File: src/rtl/mem_bus_pkg.sv
// Shared types and default memory map for the core memory-bus controller.
// Latency: none (declarations only).
// Backpressure: none (declarations only).
package mem_bus_pkg;

  // Controller FSM states
  typedef enum logic [1:0] {
    IDLE  = 2'd0,
    WAIT  = 2'd1,
    FAULT = 2'd2
  } state_t;

  // Fault cause encodings reported on fault_cause
  localparam logic [1:0] FC_NONE     = 2'd0;
  localparam logic [1:0] FC_UNMAPPED = 2'd1;
  localparam logic [1:0] FC_TIMEOUT  = 2'd2;

  // Standard map, bank 0 in the least-significant slice:
  // bank 0 data RAM, bank 1 VGA text RAM, bank 2 I/O, bank 3 stack
  localparam logic [127:0] DEF_BASE_VEC      = {32'h7FFFE000, 32'hFFFF0000, 32'h10010000, 32'h10000000};
  localparam logic [19:0]  DEF_SIZE_LOG2_VEC = {5'd8, 5'd8, 5'd13, 5'd13};
  localparam logic [15:0]  DEF_LAT_VEC       = {4'd0, 4'd2, 4'd1, 4'd0};

  // Bank index width; a single-bank build still gets a 1-bit select
  function automatic int sel_width(input int n);
    return (n > 1) ? $clog2(n) : 1;
  endfunction

endpackage

File: src/rtl/mem_bank_decoder.sv
// Address decoder: per-bank window hit, lowest-index priority, word offset.
// Latency: purely combinational.
// Backpressure: none; the controller decides what to do with a miss.
module mem_bank_decoder
  import mem_bus_pkg::*;
#(
  parameter int                       NBANKS        = 4,
  parameter int                       ADDR_W        = 32,
  parameter int                       PHYS_W        = 13,
  parameter int                       SEL_W         = sel_width(NBANKS),
  parameter logic [NBANKS*ADDR_W-1:0] BASE_VEC      = DEF_BASE_VEC,
  parameter logic [NBANKS*5-1:0]      SIZE_LOG2_VEC = DEF_SIZE_LOG2_VEC
) (
  input  logic [ADDR_W-1:0] i_addr,
  output logic              o_hit,
  output logic [SEL_W-1:0]  o_sel,
  output logic [PHYS_W-3:0] o_word_addr
);

  // Scan from the top bank down so the lowest matching index is the one left standing
  always_comb begin
    o_hit       = 1'b0;
    o_sel       = '0;
    o_word_addr = '0;
    for (int i = NBANKS - 1; i >= 0; i--) begin
      if ((i_addr >> SIZE_LOG2_VEC[5*i +: 5]) ==
          (BASE_VEC[ADDR_W*i +: ADDR_W] >> SIZE_LOG2_VEC[5*i +: 5])) begin
        o_hit       = 1'b1;
        o_sel       = SEL_W'(i);
        // Offset inside the window, dropped to a word address; the window
        // never exceeds the physical span so no high bits are lost
        o_word_addr = (PHYS_W-2)'((i_addr & ((ADDR_W'(1) << SIZE_LOG2_VEC[5*i +: 5]) - ADDR_W'(1))) >> 2);
      end
    end
  end

endmodule

File: src/rtl/mem_bus_ctrl.sv
// Load/store bus controller: decodes to N banks, inserts per-bank wait states, flags faults.
// Latency: zero-wait banks complete in the request cycle; LAT=L banks stall the core exactly L cycles.
// Backpressure: cpu_stall holds the core; unmapped or timed-out accesses stall until fault_clr.
module mem_bus_ctrl
  import mem_bus_pkg::*;
#(
  parameter int                       NBANKS        = 4,
  parameter int                       ADDR_W        = 32,
  parameter int                       DATA_W        = 32,
  parameter int                       PHYS_W        = 13,
  parameter logic [NBANKS*ADDR_W-1:0] BASE_VEC      = DEF_BASE_VEC,
  parameter logic [NBANKS*5-1:0]      SIZE_LOG2_VEC = DEF_SIZE_LOG2_VEC,
  parameter logic [NBANKS*4-1:0]      LAT_VEC       = DEF_LAT_VEC,
  parameter int                       TIMEOUT       = 64
) (
  input  logic                          clk,
  input  logic                          reset,
  input  logic                          cpu_req,
  input  logic [DATA_W/8-1:0]           cpu_be,
  input  logic [ADDR_W-1:0]             cpu_addr,
  input  logic [DATA_W-1:0]             cpu_wdata,
  output logic [DATA_W-1:0]             cpu_rdata,
  output logic                          cpu_stall,
  output logic                          cpu_fault,
  output logic [1:0]                    fault_cause,
  input  logic                          fault_clr,
  output logic [NBANKS-1:0]             bank_en,
  output logic [DATA_W/8-1:0]           bank_be,
  output logic [PHYS_W-3:0]             bank_addr,
  output logic [DATA_W-1:0]             bank_wdata,
  input  logic [NBANKS*DATA_W-1:0]      bank_rdata,
  output logic [sel_width(NBANKS)-1:0]  bank_sel
);

  localparam int BE_W  = DATA_W / 8;
  localparam int SEL_W = sel_width(NBANKS);
  localparam int WD_W  = $clog2(TIMEOUT + 1);

  state_t            r_state;
  logic [3:0]        r_wait_cnt;
  logic [WD_W-1:0]   r_wdog;
  logic [SEL_W-1:0]  r_sel;
  logic [PHYS_W-3:0] r_word_addr;
  logic [BE_W-1:0]   r_be;
  logic [DATA_W-1:0] r_wdata;
  logic              r_fault;
  logic [1:0]        r_cause;

  state_t            w_state_nxt;
  logic [3:0]        w_cnt_nxt;
  logic [WD_W-1:0]   w_wdog_nxt;
  logic              w_load;
  logic              w_fault_nxt;
  logic [1:0]        w_cause_nxt;
  logic              w_done;
  logic              w_hit;
  logic [SEL_W-1:0]  w_dec_sel;
  logic [PHYS_W-3:0] w_dec_word;
  logic [3:0]        w_lat;

  mem_bank_decoder #(
    .NBANKS        (NBANKS),
    .ADDR_W        (ADDR_W),
    .PHYS_W        (PHYS_W),
    .SEL_W         (SEL_W),
    .BASE_VEC      (BASE_VEC),
    .SIZE_LOG2_VEC (SIZE_LOG2_VEC)
  ) u_dec (
    .i_addr      (cpu_addr),
    .o_hit       (w_hit),
    .o_sel       (w_dec_sel),
    .o_word_addr (w_dec_word)
  );

  // Wait-state count of the bank currently being decoded
  always_comb begin
    w_lat = 4'd0;
    for (int i = 0; i < NBANKS; i++) begin
      if (w_dec_sel == SEL_W'(i)) w_lat = LAT_VEC[4*i +: 4];
    end
  end

  // Next-state, counters, fault bookkeeping and bank-side outputs
  always_comb begin
    w_state_nxt = r_state;
    w_cnt_nxt   = r_wait_cnt;
    w_wdog_nxt  = r_wdog;
    w_load      = 1'b0;
    w_fault_nxt = r_fault;
    w_cause_nxt = r_cause;
    w_done      = 1'b0;
    cpu_stall   = 1'b0;
    bank_en     = '0;
    bank_be     = '0;
    bank_addr   = '0;
    bank_wdata  = '0;
    bank_sel    = '0;

    case (r_state)
      IDLE: begin
        if (cpu_req) begin
          if (w_hit) begin
            bank_en    = NBANKS'(1) << w_dec_sel;
            bank_sel   = w_dec_sel;
            bank_addr  = w_dec_word;
            bank_wdata = cpu_wdata;
            if (w_lat == 4'd0) begin
              bank_be = cpu_be;
              w_done  = 1'b1;
            end else begin
              // Write enables are withheld until the completing cycle
              cpu_stall   = 1'b1;
              w_load      = 1'b1;
              w_cnt_nxt   = w_lat - 4'd1;
              w_wdog_nxt  = '0;
              w_state_nxt = WAIT;
            end
          end else begin
            cpu_stall   = 1'b1;
            w_fault_nxt = 1'b1;
            w_cause_nxt = FC_UNMAPPED;
            w_state_nxt = FAULT;
          end
        end
      end

      WAIT: begin
        // Replay the captured request; cpu_req is deliberately not looked at
        bank_en    = NBANKS'(1) << r_sel;
        bank_sel   = r_sel;
        bank_addr  = r_word_addr;
        bank_wdata = r_wdata;
        if (r_wait_cnt == 4'd0) begin
          bank_be     = r_be;
          w_done      = 1'b1;
          w_state_nxt = IDLE;
        end else begin
          cpu_stall = 1'b1;
          w_cnt_nxt = r_wait_cnt - 4'd1;
          if (r_wdog == WD_W'(TIMEOUT - 1)) begin
            w_fault_nxt = 1'b1;
            w_cause_nxt = FC_TIMEOUT;
            w_state_nxt = FAULT;
          end else begin
            w_wdog_nxt = r_wdog + 1'b1;
          end
        end
      end

      FAULT: begin
        cpu_stall = 1'b1;
        if (fault_clr) begin
          w_fault_nxt = 1'b0;
          w_cause_nxt = FC_NONE;
          w_state_nxt = IDLE;
        end
      end

      default: begin
        w_state_nxt = IDLE;
      end
    endcase

    // While reset is held every output is quiet, even mid-access
    if (!reset) begin
      w_done     = 1'b0;
      cpu_stall  = 1'b0;
      bank_en    = '0;
      bank_be    = '0;
      bank_addr  = '0;
      bank_wdata = '0;
      bank_sel   = '0;
    end
  end

  // Read data is steered only in a completing cycle, zero otherwise
  always_comb begin
    cpu_rdata = '0;
    for (int i = 0; i < NBANKS; i++) begin
      if (w_done && (bank_sel == SEL_W'(i))) cpu_rdata = bank_rdata[DATA_W*i +: DATA_W];
    end
  end

  // State, counters, captured request and sticky fault registers
  always_ff @(posedge clk) begin
    if (!reset) begin
      r_state     <= IDLE;
      r_wait_cnt  <= 4'd0;
      r_wdog      <= '0;
      r_sel       <= '0;
      r_word_addr <= '0;
      r_be        <= '0;
      r_wdata     <= '0;
      r_fault     <= 1'b0;
      r_cause     <= FC_NONE;
    end else begin
      r_state    <= w_state_nxt;
      r_wait_cnt <= w_cnt_nxt;
      r_wdog     <= w_wdog_nxt;
      r_fault    <= w_fault_nxt;
      r_cause    <= w_cause_nxt;
      if (w_load) begin
        r_sel       <= w_dec_sel;
        r_word_addr <= w_dec_word;
        r_be        <= cpu_be;
        r_wdata     <= cpu_wdata;
      end
    end
  end

  assign cpu_fault   = r_fault;
  assign fault_cause = r_cause;

endmodule

File: config.mk
export PLATFORM = sky130hd
export DESIGN_NAME = mem_bus_ctrl
export DESIGN_NICKNAME = d
export VERILOG_FILES = /design/src/rtl/mem_bus_pkg.sv /design/src/rtl/mem_bank_decoder.sv /design/src/rtl/mem_bus_ctrl.sv
export SDC_FILE = /design/constraint.sdc
export NUM_CORES = 1
export LEC_CHECK = 0
export ABC_AREA = 0
export CAP_MARGIN = 5
export CORE_AREA = 2 2 132 134
export CTS_CLUSTER_DIAMETER = 50
export DETAILED_ROUTE_END_ITERATION = 8
export DIE_AREA = 0 0 134 136
export GPL_ROUTABILITY_DRIVEN = 1
export PLACE_DENSITY = 0.71
export SYNTH_ARGS = -nofsm -noshare
export SYNTH_HDL_FRONTEND = slang
export SYNTH_SLANG_ARGS = --single-unit
export TNS_END_PERCENT = 20
File: constraint.sdc
create_clock -name clk -period 4.9 [get_ports clk]
set_input_delay 0.49 -clock clk [delete_from_list [all_inputs] [get_ports clk]]
set_output_delay 0.49 -clock clk [all_outputs]
set_load 0.01 [all_outputs]
==> results of run 1 <==
area by class of cell:
cell class                 instances  area (um^2)  area share (%)
tap                              225          282            3.30
clock inverter                     7         85.1           0.997
clock buffer                       9          225            2.64
timing repair buffer             324         3220            37.8
sequential                        65         1300            15.3
multi-input combinational        567         3370            39.5
inverter                          12         45.0           0.528
synth_stat cells (17+ instances only):
cell	instances
a2111oi_0	31
a21oi_1	62
a22oi_1	50
a31oi_1	33
and3_1	35
clkbuf_1	65
dfxtp_1	65
nand2_1	108
nand3_1	17
nand4_1	69
nor2_1	62
placed cells by master (no fill, tap or decap), types with 6 or more instances in the layout:
master,Yosys,layout
dfxtp_1,65,65
nor2_1,62,59
or4_1,9,9
ha_1,10,9
clkbuf_16,0,9
and3_1,35,35
buf_4,0,32
a2111oi_0,31,31
a21oi_1,62,61
nand2_1,108,108
clkdlybuf4s50_1,0,286
nor3_1,10,8
inv_1,11,11
nand3_1,17,17
nand4_1,69,69
buf_12,0,6
o21ai_0,11,11
mux2i_1,6,6
a22oi_1,50,50
a31oi_1,33,31
report_power, final:
group          total, uW  internal, uW  switching, uW
clock network        670           440            230
logic                257           170           87.0
registers            535           533           2.42
total               1460          1140            319
metal layers:
| layer | GRT usage (%) | vias up |
|---|---|---|
| li1 | - | 3253 |
| met1 | 25.8 | 3060 |
| met2 | 39.0 | 278 |
| met3 | 6.34 | 34 |
| met4 | 7.09 | 0 |
| met5 | 0 | - |
state kept, by name (all words and copies together), names as in the netlist:
name / flops
r_word_addr: 11
r_wdata: 32
fault_cause: 2
cpu_fault: 1
r_sel: 2
r_wdog: 7
r_be: 4
r_wait_cnt: 4
r_state: 2
cells by family after synthesis:
group / count (synthesis)
buffers and inverters: 86
adder cells (fa/ha/maj): 10
AND/OR/NAND/NOR: 337
AO/OA/AOI/OAI: 214
multiplexers: 6
flip-flops: 65
worst paths after layout:
check	startpoint	endpoint	slack, ns	depth (start not counted)
min	r_wdata[29]	r_wdata[29]	0.45	2
min reg2reg	r_wdata[29]	r_wdata[29]	0.45	2
max reg2reg	r_state[1]	r_wdog[3]	2.50	6
max	cpu_addr[19]	cpu_rdata[11]	0.14	13
stage by stage:
stage | cells | cell area (um^2) | worst slack, ns
after floorplan | 718 | 4970 | 1.12
after global placement | 1193 | 8210 | 0.0996
after detailed placement | 1193 | 8210 | 0.0641
after CTS | 1209 | 8520 | 0.0545
after global routing | 1209 | 8530 | 0.000825
final | 1209 | 8530 | 0.141
tightest hold or removal path, cell delays in order, from the launching register on:
cell and delay [ns]:
dfxtp_1 0.31, nand2_1 0.05, a21oi_1 0.05
==> flow_summary.ini, run 1 <==
[run_status]
status = finished clean

[floorplanning]
rows = 48
io_pins = 289
core_um2 = 16900
start_util_pct = 29.4
dieArea_um2 = 18200
fp.dieH_um = 136
die_x_um = 134

[setup_path]
crit_type = in -> out
critical-path-slowest-cell = or4_1
cp_common_cell = clkdlybuf4s50_1
crit_chain = clkdlybuf4s50_1, or4_1, nor3_2, nand2b_1, and2_1, ha_1, or3_1, o21ai_4, buf_12, nand4_1, a31oi_1, buf_4, clkdlybuf4s50_1
worst-path-buf-inv = 4
path_max_fanout = 21
end_kind = output port
critPathArrivalTime_ns = 4.27
critPathTopFamily = simple AND/OR/NAND/NOR gates
cp_slowest_stage_delay_ns = 0.58
startpoint_type = primary input
crit_required_ns = 4.41

[timing]
worst_slew_pin_slew_ns = 0.781
finalHoldViolCount = 0
setup_viol = 0
period_share_pct = 97.1
slew_viol_final = 0
fin_setup_tns_ns = 0
clock_skew_ns = 0.00387
max_freq_mhz = 210
min_period_ns = 4.76
relSlewSlack_pct = 47.9
rsz0062_at_grt = no
hold_slack_ns = 0.452

[routing]
route.met2.wl_um = 10600
topRoutingLayerUsed = met4
viasPerCell = 5.48
drc = 0
wl_um = 21600
wl_met3_um = 1970
drtAntennaViolNets = 0
vias = 6625
drtPass1Iterations = 7
routedWlPerCell_um = 17.9
drt_iter0_drc = 317
wl_met1_um = 8510

[layout]
drive_gt1_share_pct = 7.22
antenna_cells = 0
nets = 1189
num-fill-cells = 1661
area_growth_pct = 71.8
fin_util_pct = 50.6

[clock_network]
cts_buffer_depth = 2
post_cts_resized = 0
clkLatencyLatePin_ns = 0.33
hold_buffers = 0
htreeDepth = 3
clock-sinks = 65
cts_tree = built
clk_pin_slew_ns = 0.05
cts-root-buf = clkbuf_16
cts_buffers = 9
cts_setup_buffers = 0

[logic_synthesis]
ys_ff_latch = 65
ys_types = 50
synth-edff-count = 0
synth_fp_nets = 928
synthXorXnorAreaFrac_pct = 0
yosys.area.top_type = dfxtp_1
async_flop_share_pct = 0
yosys.area_share.adder_pct = 2.52
synthSimpleGateAreaFrac_pct = 34.1
synth_compound_area_share_pct = 28.9
synth_top_family_by_area = simple AND/OR/NAND/NOR gates
synthMuxAreaShare_pct = 1.21
ys_top_cells_by_area = dfxtp_1 (26%), nand4_1 (8.7%), nand2_1 (8.2%)
synth_seq_area_share_pct = 26.2
avgSynthCellArea_um2 = 6.92
yosysWarningCount = 0
synth_top_area_share_pct = 26.2
synthesis.area_um2 = 4970
synth_ff_type = dfxtp_1
netlist_instances = 718

[grt]
grtUsageTotal_pct = 22.1
grt_max_degree = 69
grt_pass1_wl_um = 32700
grt-ovfl-total = 0
antenna_found_initial = 0
grt_pass1_vias = 6340

[min_path]
hold_class = reg -> reg

[power_and_ir_drop]
peakVddDrop_mv = 0.165
powerDensity_nw_per_um2 = 171
finalPower_uw = 1460
p_leak_uw = 0.00278

[placed_design]
gp_congestion = 0.866
dp_hpwl_um = 15400
io_buffers = 286

[run]
maxCapViolations = 0
Power figures use the tool's default switching activity.
==> run 2: changes to the inputs <==
--- a/config.mk
+++ b/config.mk
@@ -7,12 +7,12 @@
 export LEC_CHECK = 0
 export ABC_AREA = 0
 export CAP_MARGIN = 5
-export CORE_AREA = 2 2 132 134
+export CORE_AREA = 2 2 114 116
 export CTS_CLUSTER_DIAMETER = 50
 export DETAILED_ROUTE_END_ITERATION = 8
-export DIE_AREA = 0 0 134 136
+export DIE_AREA = 0 0 116 118
 export GPL_ROUTABILITY_DRIVEN = 1
-export PLACE_DENSITY = 0.71
+export PLACE_DENSITY = 0.9
 export SYNTH_ARGS = -nofsm -noshare
 export SYNTH_HDL_FRONTEND = slang
 export SYNTH_SLANG_ARGS = --single-unit
==> run 2 against run 1 <==
- wire length down 2.6%
- global-route usage up 6.5 points
- combinational power about the same
==> flow_summary.ini, run 2 (synthesis gave the netlist of run 1 again) <==
[routing]
routedWlPerCell_um = 18.4
drtPass1Iterations = 5
viasPerCell = 6.01
wl_met1_um = 7990
topRoutingLayerUsed = met4
route.met2.wl_um = 10300
drc = 0
drtAntennaViolNets = 0
drt_iter0_drc = 820
vias = 6894
wl_met3_um = 2060
wl_um = 21100

[clock_network]
cts-root-buf = clkbuf_16
htreeDepth = 3
cts_buffers = 9
cts_buffer_depth = 2
clkLatencyLatePin_ns = 0.32
clock-sinks = 65
clk_pin_slew_ns = 0.05
cts_tree = built

[timing]
hold_slack_ns = 0.448
fin_setup_tns_ns = 0
slew_viol_final = 0
worst_slack_ns = 0.120
setup_viol = 0
worst_slew_pin_slew_ns = 1.01
clock_skew_ns = 0.00721
rsz0062_at_grt = no
min_period_ns = 4.78
finalHoldViolCount = 0
max_freq_mhz = 209
relSlewSlack_pct = 33.0
period_share_pct = 97.6

[power_and_ir_drop]
seqPwrFrac_pct = 35.1
p_switching_uw = 316
clockPowerShare_pct = 48.2
p_int_uw = 1210
netSwitchingFraction_pct = 20.7
comb_power_share_pct = 16.7
powerDensity_nw_per_um2 = 182
peakVddDrop_mv = 0.235
p_leak_uw = 0.00274

[grt]
grtUsageTotal_pct = 28.6
grt-ovfl-total = 0
grt_pass1_vias = 6426
grt_pass1_wl_um = 32200
grt_max_degree = 69
antenna_found_initial = 3

[run]
maxCapViolations = 0

[floorplanning]
fp.dieH_um = 118
core_um2 = 12400
io_pins = 289
rows = 41
die_x_um = 116
start_util_pct = 40.0
dieArea_um2 = 13700

[setup_path]
critPathArrivalTime_ns = 4.29
crit_chain = clkdlybuf4s50_1, or4_1, nor3_1, nand3_1, and2_1, ha_1, or3_1, o21ai_4, buf_12, nand4_1, a31oi_1, clkdlybuf4s50_1
crit_type = in -> out
rr_endpoint = r_wdog[5]
critical-path-slowest-cell = clkdlybuf4s50_1
cp_common_cell = clkdlybuf4s50_1
r2r_start = r_state[1]
r2r_slack_ns = 2.34
path_max_fanout = 35
crit_required_ns = 4.41
cp_slowest_stage_delay_ns = 0.59
rr_worst_depth = 6
end_kind = output port
startpoint_type = primary input

[placed_design]
gp_congestion = 0.892
io_buffers = 286
dp_hpwl_um = 14900
pre_cts_slack_ns = 0.0854

[layout]
fin_util_pct = 67.4
top_regs = r_wdata (32), r_word_addr (11), r_wdog (7)
final_common_cell = clkdlybuf4s50_1
num-fill-cells = 996
layout_common_cells = clkdlybuf4s50_1 (285), nand2_1 (108), nand4_1 (69)
drive_gt1_share_pct = 5.86
largest_reg_flops = 32
nets = 1177
area_growth_pct = 68.5
largest_register = r_wdata

[run_status]
status = finished clean

[min_path]
whs_path_depth = 2
hold_class = reg -> reg
worstHoldStart = r_wdata[25]
hold_end = r_wdata[25]
## run 2: cell count changes in the layout (fill, tap and decap cells not counted), sizes merged
cell	before	now
dlymetal6s2s	0	1
clkinv	5	3
diode	0	3
clkdlybuf4s50	286	285
clkbuf	9	10
buf	38	26
bufinv	2	3
## run 2: per-stage QoR
| stage | power [uW] | cell area, um^2 | std cells |
|---|---|---|---|
| 2_1_floorplan | 606 | 4970 | 718 |
| 3_3_place_gp | 796 | 8010 | 1128 |
| 3_5_place_dp | 799 | 8010 | 1128 |
| 4_1_cts | 1530 | 8360 | 1144 |
| 5_1_grt | 1570 | 8370 | 1147 |
| 6_report | 1530 | 8370 | 1147 |
## run 2: metal layers
metal  track usage (%)  vias up
li1                  -     3232
met1              33.7     3252
met2              48.9      362
met3              7.57       48
met4              11.2        0
met5                 0        -
## run 2: worst max path at each step
stage | from | end | slack [ns]
final | cpu_addr[9] | cpu_rdata[10] | 0.12
after global placement | cpu_addr[18] | cpu_rdata[11] | 0.16
after floorplan | cpu_addr[12] | cpu_rdata[13] | 1.12
after detailed placement | cpu_addr[9] | cpu_rdata[11] | 0.09
after CTS | cpu_addr[9] | cpu_rdata[11] | 0.06
after global routing | cpu_addr[9] | cpu_rdata[0] | 0.01
## run 2: area by class of cell
type                       count  area (um^2)  share of cell area, %
tap                          172          215                   2.57
clock buffer                  10          239                   2.86
multi-input combinational    567         3360                   40.1
inverter                      12         45.0                  0.538
antenna                        3         7.51                 0.0897
clock inverter                 6          105                   1.26
timing repair buffer         312         3100                   37.0
sequential                    65         1300                   15.5
## run 2: critical path, delay by kind of cell
kind            cells  cell delay, ns
compound gates      2            0.48
fa+ha+maj           1            0.31
buf+inv             3            1.25
simple gates        6            1.73
## run 2: what timing repair did
action	4_1_cts	5_1_grt
gates resized for setup	0	2
endpoints found under the hold margin	0	0
setup buffers	0	0
hold buffers	0	0
endpoints found under the setup margin	0	7
## run 2: power groups by stage
stage	sequential, uW	combinational [uW]	clock [uW]
6_report	536	254	736
5_1_grt	536	272	762
4_1_cts	536	254	740
3_5_place_dp	547	252	0
3_3_place_gp	547	250	0
2_1_floorplan	548	58.0	0
==> variant 1: new RTL, flow settings as in run 1 <==
Make the reset (`reset`) asynchronous in one clocked block.
--- a/src/rtl/mem_bus_ctrl.sv
+++ b/src/rtl/mem_bus_ctrl.sv
@@ -182,7 +182,7 @@
   end
 
   // State, counters, captured request and sticky fault registers
-  always_ff @(posedge clk) begin
+  always_ff @(posedge clk or negedge reset) begin
     if (!reset) begin
       r_state     <= IDLE;
       r_wait_cnt  <= 4'd0;
Behaviour: differs if reset is asserted again (counterexample within 4 cycles, from zero or initial values and one cycle with reset low); with reset held inactive, the same outputs for 4 cycles.
==> variant 1 against run 1 <==
Setup slack improved by 0.060 ns; sequential cell count unchanged; area after synthesis increased by 2.4%; worst hold slack improved by 0.033 ns; clock skew increased by 0.0019 ns; sequential power increased by 4.7%; register-to-register slack got worse by 0.20 ns; final area increased by 0.25%; wire length decreased by 7.2%; cell count decreased by 11%; total power increased by 14%; fmax increased by 1.3%.
==> variant 1: results (changes against run 1) <==
- The flow ran to the end, and the final reports show no timing, DRC or antenna violations.
- The post-placement setup slack is 0.0481 ns (-0.0160 ns).
- The largest vdd supply drop is 0.193 mV (+17%).
- The global-route wire length before repair was 30.1 mm (-7.8%).
- The async set or reset register ratio after synthesis is 100% (+100 points).
- The number of vias per cell after detailed routing is 5.38 (-1.9%).
- The total number of nets in the final design was 1051 (-12%).
- The ratio of cells with drive above 1 in the final layout was 12.4% (+5.2 points).
- The power per cell area is 195 nW/µm² (+14%).
- The sequential cell area fraction in the yosys report came to 32.0% (+5.8 points).
- The largest registers in the layout are r_wdata: 32 flops, r_word_addr: 11 flops, r_wdog: 7 flops.
- The vias after detailed routing came to 5765 (-13%).
- The pin slew with the least headroom to its limit is 1.01 ns (+0.228 ns).
- The iteration count of the initial detailed-routing pass is 4 (-3).
- The pin count of the biggest net entering global routing is 66 (-4.3%).
- The total leakage power was 0.00329 µW (+18%).
- The number of nets produced by synthesis is 787 (-15%).
- The critical path's top delay family is buffers and inverters.
- The proportion of power drawn by the clock network was 42.0% (-3.8 points).
- The mean area per synthesized cell came to 8.82 µm² (+27%).
- In the post-synthesis netlist, the biggest area contributors are sky130_fd_sc_hd__dfrtp_1 32%, sky130_fd_sc_hd__mux2_2 9.5%, sky130_fd_sc_hd__a22oi_1 7.1%.
- The maximum net fanout on the critical path is 33 (+57%).
- The clock latency on the worst-skew pair is 0.33 ns (about the same).
- The half-perimeter wire length after detailed placement is 15.0 mm (-2.7%).
- For this design, the slowest cell found on the critical path is sky130_fd_sc_hd__or4b_4.
- Counting instances in the post-synthesis netlist gives the leading cell types as 65 x sky130_fd_sc_hd__dfrtp_1, 62 x sky130_fd_sc_hd__nor2_1, 48 x sky130_fd_sc_hd__a22oi_1, 43 x sky130_fd_sc_hd__mux2_2, 36 x sky130_fd_sc_hd__a21oi_1.
- The worst clock skew is 0.00572 ns (+0.00185 ns).
- The power consumed by combinational cells is 406 µW (+58%).
- The largest stage delay on the critical path is 0.60 ns (+0.02 ns).
- The initial antenna violation count is 1 (+1).
- The first-iteration detailed-routing DRC count came to 285 (-10%).
- The data arrival time of the critical path was 4.21 ns (-0.06 ns).
- The routed length per instance is 18.7 µm (+4.7%).
- The horizontal extent of the die is 134 µm (unchanged).
- The count of input and output buffers is 286 (unchanged).
- The number of global-route vias before repair came to 5613 (-11%).
- The post-synthesis cell type count is 63 (+26%).
- The placer's final routability congestion estimate is 0.825 (-4.7%).
- The switching power total was 429 µW (+34%).
[variant 1: logic make-up after synthesis]
kind of cell    share of synthesized area (%)
simple gates                             21.0
mux                                      10.9
buf+inv                                  5.51
compound gates                           28.2
flops                                    32.0
fa+ha+maj                                2.46
[variant 1: through the flow]
step                hold slack [ns]  utilization (%)  area, µm²
CTS                           0.488             50.6       8530
global placement              0.465             48.6       8200
floorplan                     0.194                -       5090
finish                        0.484             50.7       8550
detailed placement            0.475             48.6       8200
global route                  0.514             50.7       8550
[variant 1: final cells by class]
cell class | count | area (µm²)
Multi-Input combinational cell | 448 | 3230
Antenna cell | 1 | 2.50
Sequential cell | 65 | 1630
Clock inverter | 5 | 77.6
Clock buffer | 11 | 253
Inverter | 10 | 37.5
Tap cell | 225 | 282
Fill cell | 1575 | 8320
Timing Repair Buffer | 307 | 3040
[variant 1: layer usage]
metal	vias up	track usage [%]	wire length [µm]
li1	2764	-	-
met1	2726	24.2	7940
met2	244	35.4	9660
met3	31	6.71	1900
met4	0	7.80	580
met5	-	0	0
[variant 1: path summary, 6_finish.rpt]
check / startpoint / to / slack [ns] / cells after the start
setup / recovery: cpu_addr[11] / cpu_rdata[2] / 0.20 / 12
max in group asynchronous: reset / r_wdata[9]$_DFFE_PN0P_ / 3.85 / 2
hold / removal: r_word_addr[10]$_DFFE_PN0P_ / r_word_addr[10]$_DFFE_PN0P_ / 0.48 / 2
setup reg to reg: r_state[1]$_DFFE_PN0P_ / r_wdog[5]$_DFFE_PN0P_ / 2.30 / 8
hold reg to reg: r_word_addr[10]$_DFFE_PN0P_ / r_word_addr[10]$_DFFE_PN0P_ / 0.48 / 2
min in group asynchronous: reset / r_state[0]$_DFFE_PN0P_ / 0.50 / 2
==> variant 2: new RTL, config.mk and constraints of run 1 <==
Without the edit above. `TIMEOUT`: 64 -> 128.
--- a/src/rtl/mem_bus_ctrl.sv
+++ b/src/rtl/mem_bus_ctrl.sv
@@ -11,7 +11,7 @@
   parameter logic [NBANKS*ADDR_W-1:0] BASE_VEC      = DEF_BASE_VEC,
   parameter logic [NBANKS*5-1:0]      SIZE_LOG2_VEC = DEF_SIZE_LOG2_VEC,
   parameter logic [NBANKS*4-1:0]      LAT_VEC       = DEF_LAT_VEC,
-  parameter int                       TIMEOUT       = 64
+  parameter int                       TIMEOUT       = 128
 ) (
   input  logic                          clk,
   input  logic                          reset,
Function: no difference found for any inputs over 4 cycles, from zero or initial values and one cycle with reset low; that may be too few to reach the edited logic, so the function may still have changed.
==> variant 2 against run 1 <==
Setup slack gained 0.28 ns; wire length shrank 11%; final area fell by 4.1%; sequential cell count is 1 higher; register-to-register slack got worse by 1.1 ns; count of clock-buffer cells in the layout grew 4; area after synthesis is 1.7% lower; total power fell by 3.7%; critical path type unchanged.
==> variant 2: results (changes against run 1) <==
- The run finished with clean final reports.
- The sum of met2 wire segment lengths after detailed routing was 9.54 mm (-10%).
- In this run the critical register-to-register path is captured at r_wdog[6]$_SDFFE_PN0P_.
- The proportion of power drawn by the clock network is 40.7% (-5.1 points).
- The post-placement setup slack was 0.452 ns (+0.388 ns).
- The met2 track demand over resource in global routing is 34.5% (-4.5 points).
- The met3 layer wire length in the routed design is 1.73 mm (-12%).
- The cell area reported after detailed placement is 7920 µm² (-3.5%).
- The number of nets produced by synthesis is 851 (-8.3%).
- The worst clock skew is 0.00383 ns (-0.0000372 ns).
- Sorting the synthesized cells by how often they occur yields 112 x sky130_fd_sc_hd__nand2_1, 68 x sky130_fd_sc_hd__mux2i_1, 66 x sky130_fd_sc_hd__dfxtp_1, 65 x sky130_fd_sc_hd__a21oi_1, 63 x sky130_fd_sc_hd__nor2_1.
- The largest registers in the layout are r_wdata: 32 flops, r_word_addr: 11 flops, r_wdog: 8 flops.
- The worst hold path begins at r_wdata[30]$_SDFFE_PN0P_.
- The worst hold path terminates at r_wdata[30]$_SDFFE_PN0P_.
- The routed metal-1 wirelength is 7.43 mm (-13%).
- The endpoint of the most critical setup path is cpu_rdata[4].
- The switching power total is 323 µW (+1.1%).
- The number of global-route vias before repair is 5486 (-13%).
- The layout filler cell count is 1678 (+1.0%).
- The met3 track demand over resource is 5.56% (-0.78 points).
- The pin count of the biggest net entering global routing is 48 (-30%).
- The total routed wirelength is 19.2 mm (-11%).
- The routed length per instance was 17.0 µm (-5.3%).
- The sequential cell fraction of total power is 39.2% (+2.6 points).
- The mean area per synthesized cell was 7.62 µm² (+10%).
- The data arrival time of the critical path was 3.99 ns (-0.28 ns).
- The sequential cell area fraction in the yosys report is 27.0% (+0.85 points).
- The met1 capacity usage during global routing was 23.1% (-2.7 points).
- Sorting the synthesized cells by area gives the leading types as sky130_fd_sc_hd__dfxtp_1 27%, sky130_fd_sc_hd__mux2i_1 14%, sky130_fd_sc_hd__nand2_1 8.6%.
- The headroom to the max-slew limit is 50.4% (+2.4 points).
- The global-route wire length before repair is 28.8 mm (-12%).
- The half-perimeter wire length after detailed placement came to 14.3 mm (-6.9%).
- The depth of the most critical reg-to-reg path is 9 (+3).
- The maximum net fanout on the critical path is 32 (+52%).
[variant 2: kinds of logic (layout without fill, tap and decap cells)]
family / count (synthesis) / in the layout / share of synthesized area [%]
simple gates: 250 / 250 / 24.2
compound gates: 181 / 181 / 25.0
mux: 68 / 68 / 13.9
flops: 66 / 66 / 27.0
buf+inv: 61 / 325 / 6.33
fa+ha+maj: 10 / 10 / 2.56
xor+xnor: 5 / 5 / 0.896
[variant 2: area by class of cell]
class | count | area (µm²) | area share (%)
inverters | 10 | 37.5 | 0.459
well taps | 225 | 282 | 3.44
repair buffers | 302 | 3010 | 36.8
flip-flops and latches | 66 | 1320 | 16.2
multi-input cells | 514 | 3270 | 40.0
clock buffers | 13 | 260 | 3.18
[variant 2: through the flow]
| step | utilization (%) | total power [µW] | hold WS (ns) |
|---|---|---|---|
| after global routing | 48.5 | 1460 | 0.469 |
| final | 48.5 | 1410 | 0.448 |
| after detailed placement | 46.9 | 846 | 0.444 |
| after floorplan | - | 640 | 0.432 |
| after CTS | 48.5 | 1420 | 0.450 |
| after global placement | 46.9 | 844 | 0.438 |
[variant 2: worst max-delay path, stage by stage]
cell                              delay (ns)
sky130_fd_sc_hd__clkdlybuf4s50_1        0.45
sky130_fd_sc_hd__or3_1                  0.43
sky130_fd_sc_hd__nor4_4                 0.21
sky130_fd_sc_hd__nand2_2                0.15
sky130_fd_sc_hd__nor2_1                 0.12
sky130_fd_sc_hd__a31oi_1                0.09
sky130_fd_sc_hd__ha_1                   0.44
sky130_fd_sc_hd__o41ai_1                0.40
sky130_fd_sc_hd__nand3_1                0.12
sky130_fd_sc_hd__buf_4                  0.26
sky130_fd_sc_hd__o22ai_1                0.23
sky130_fd_sc_hd__clkdlybuf4s50_1        0.58
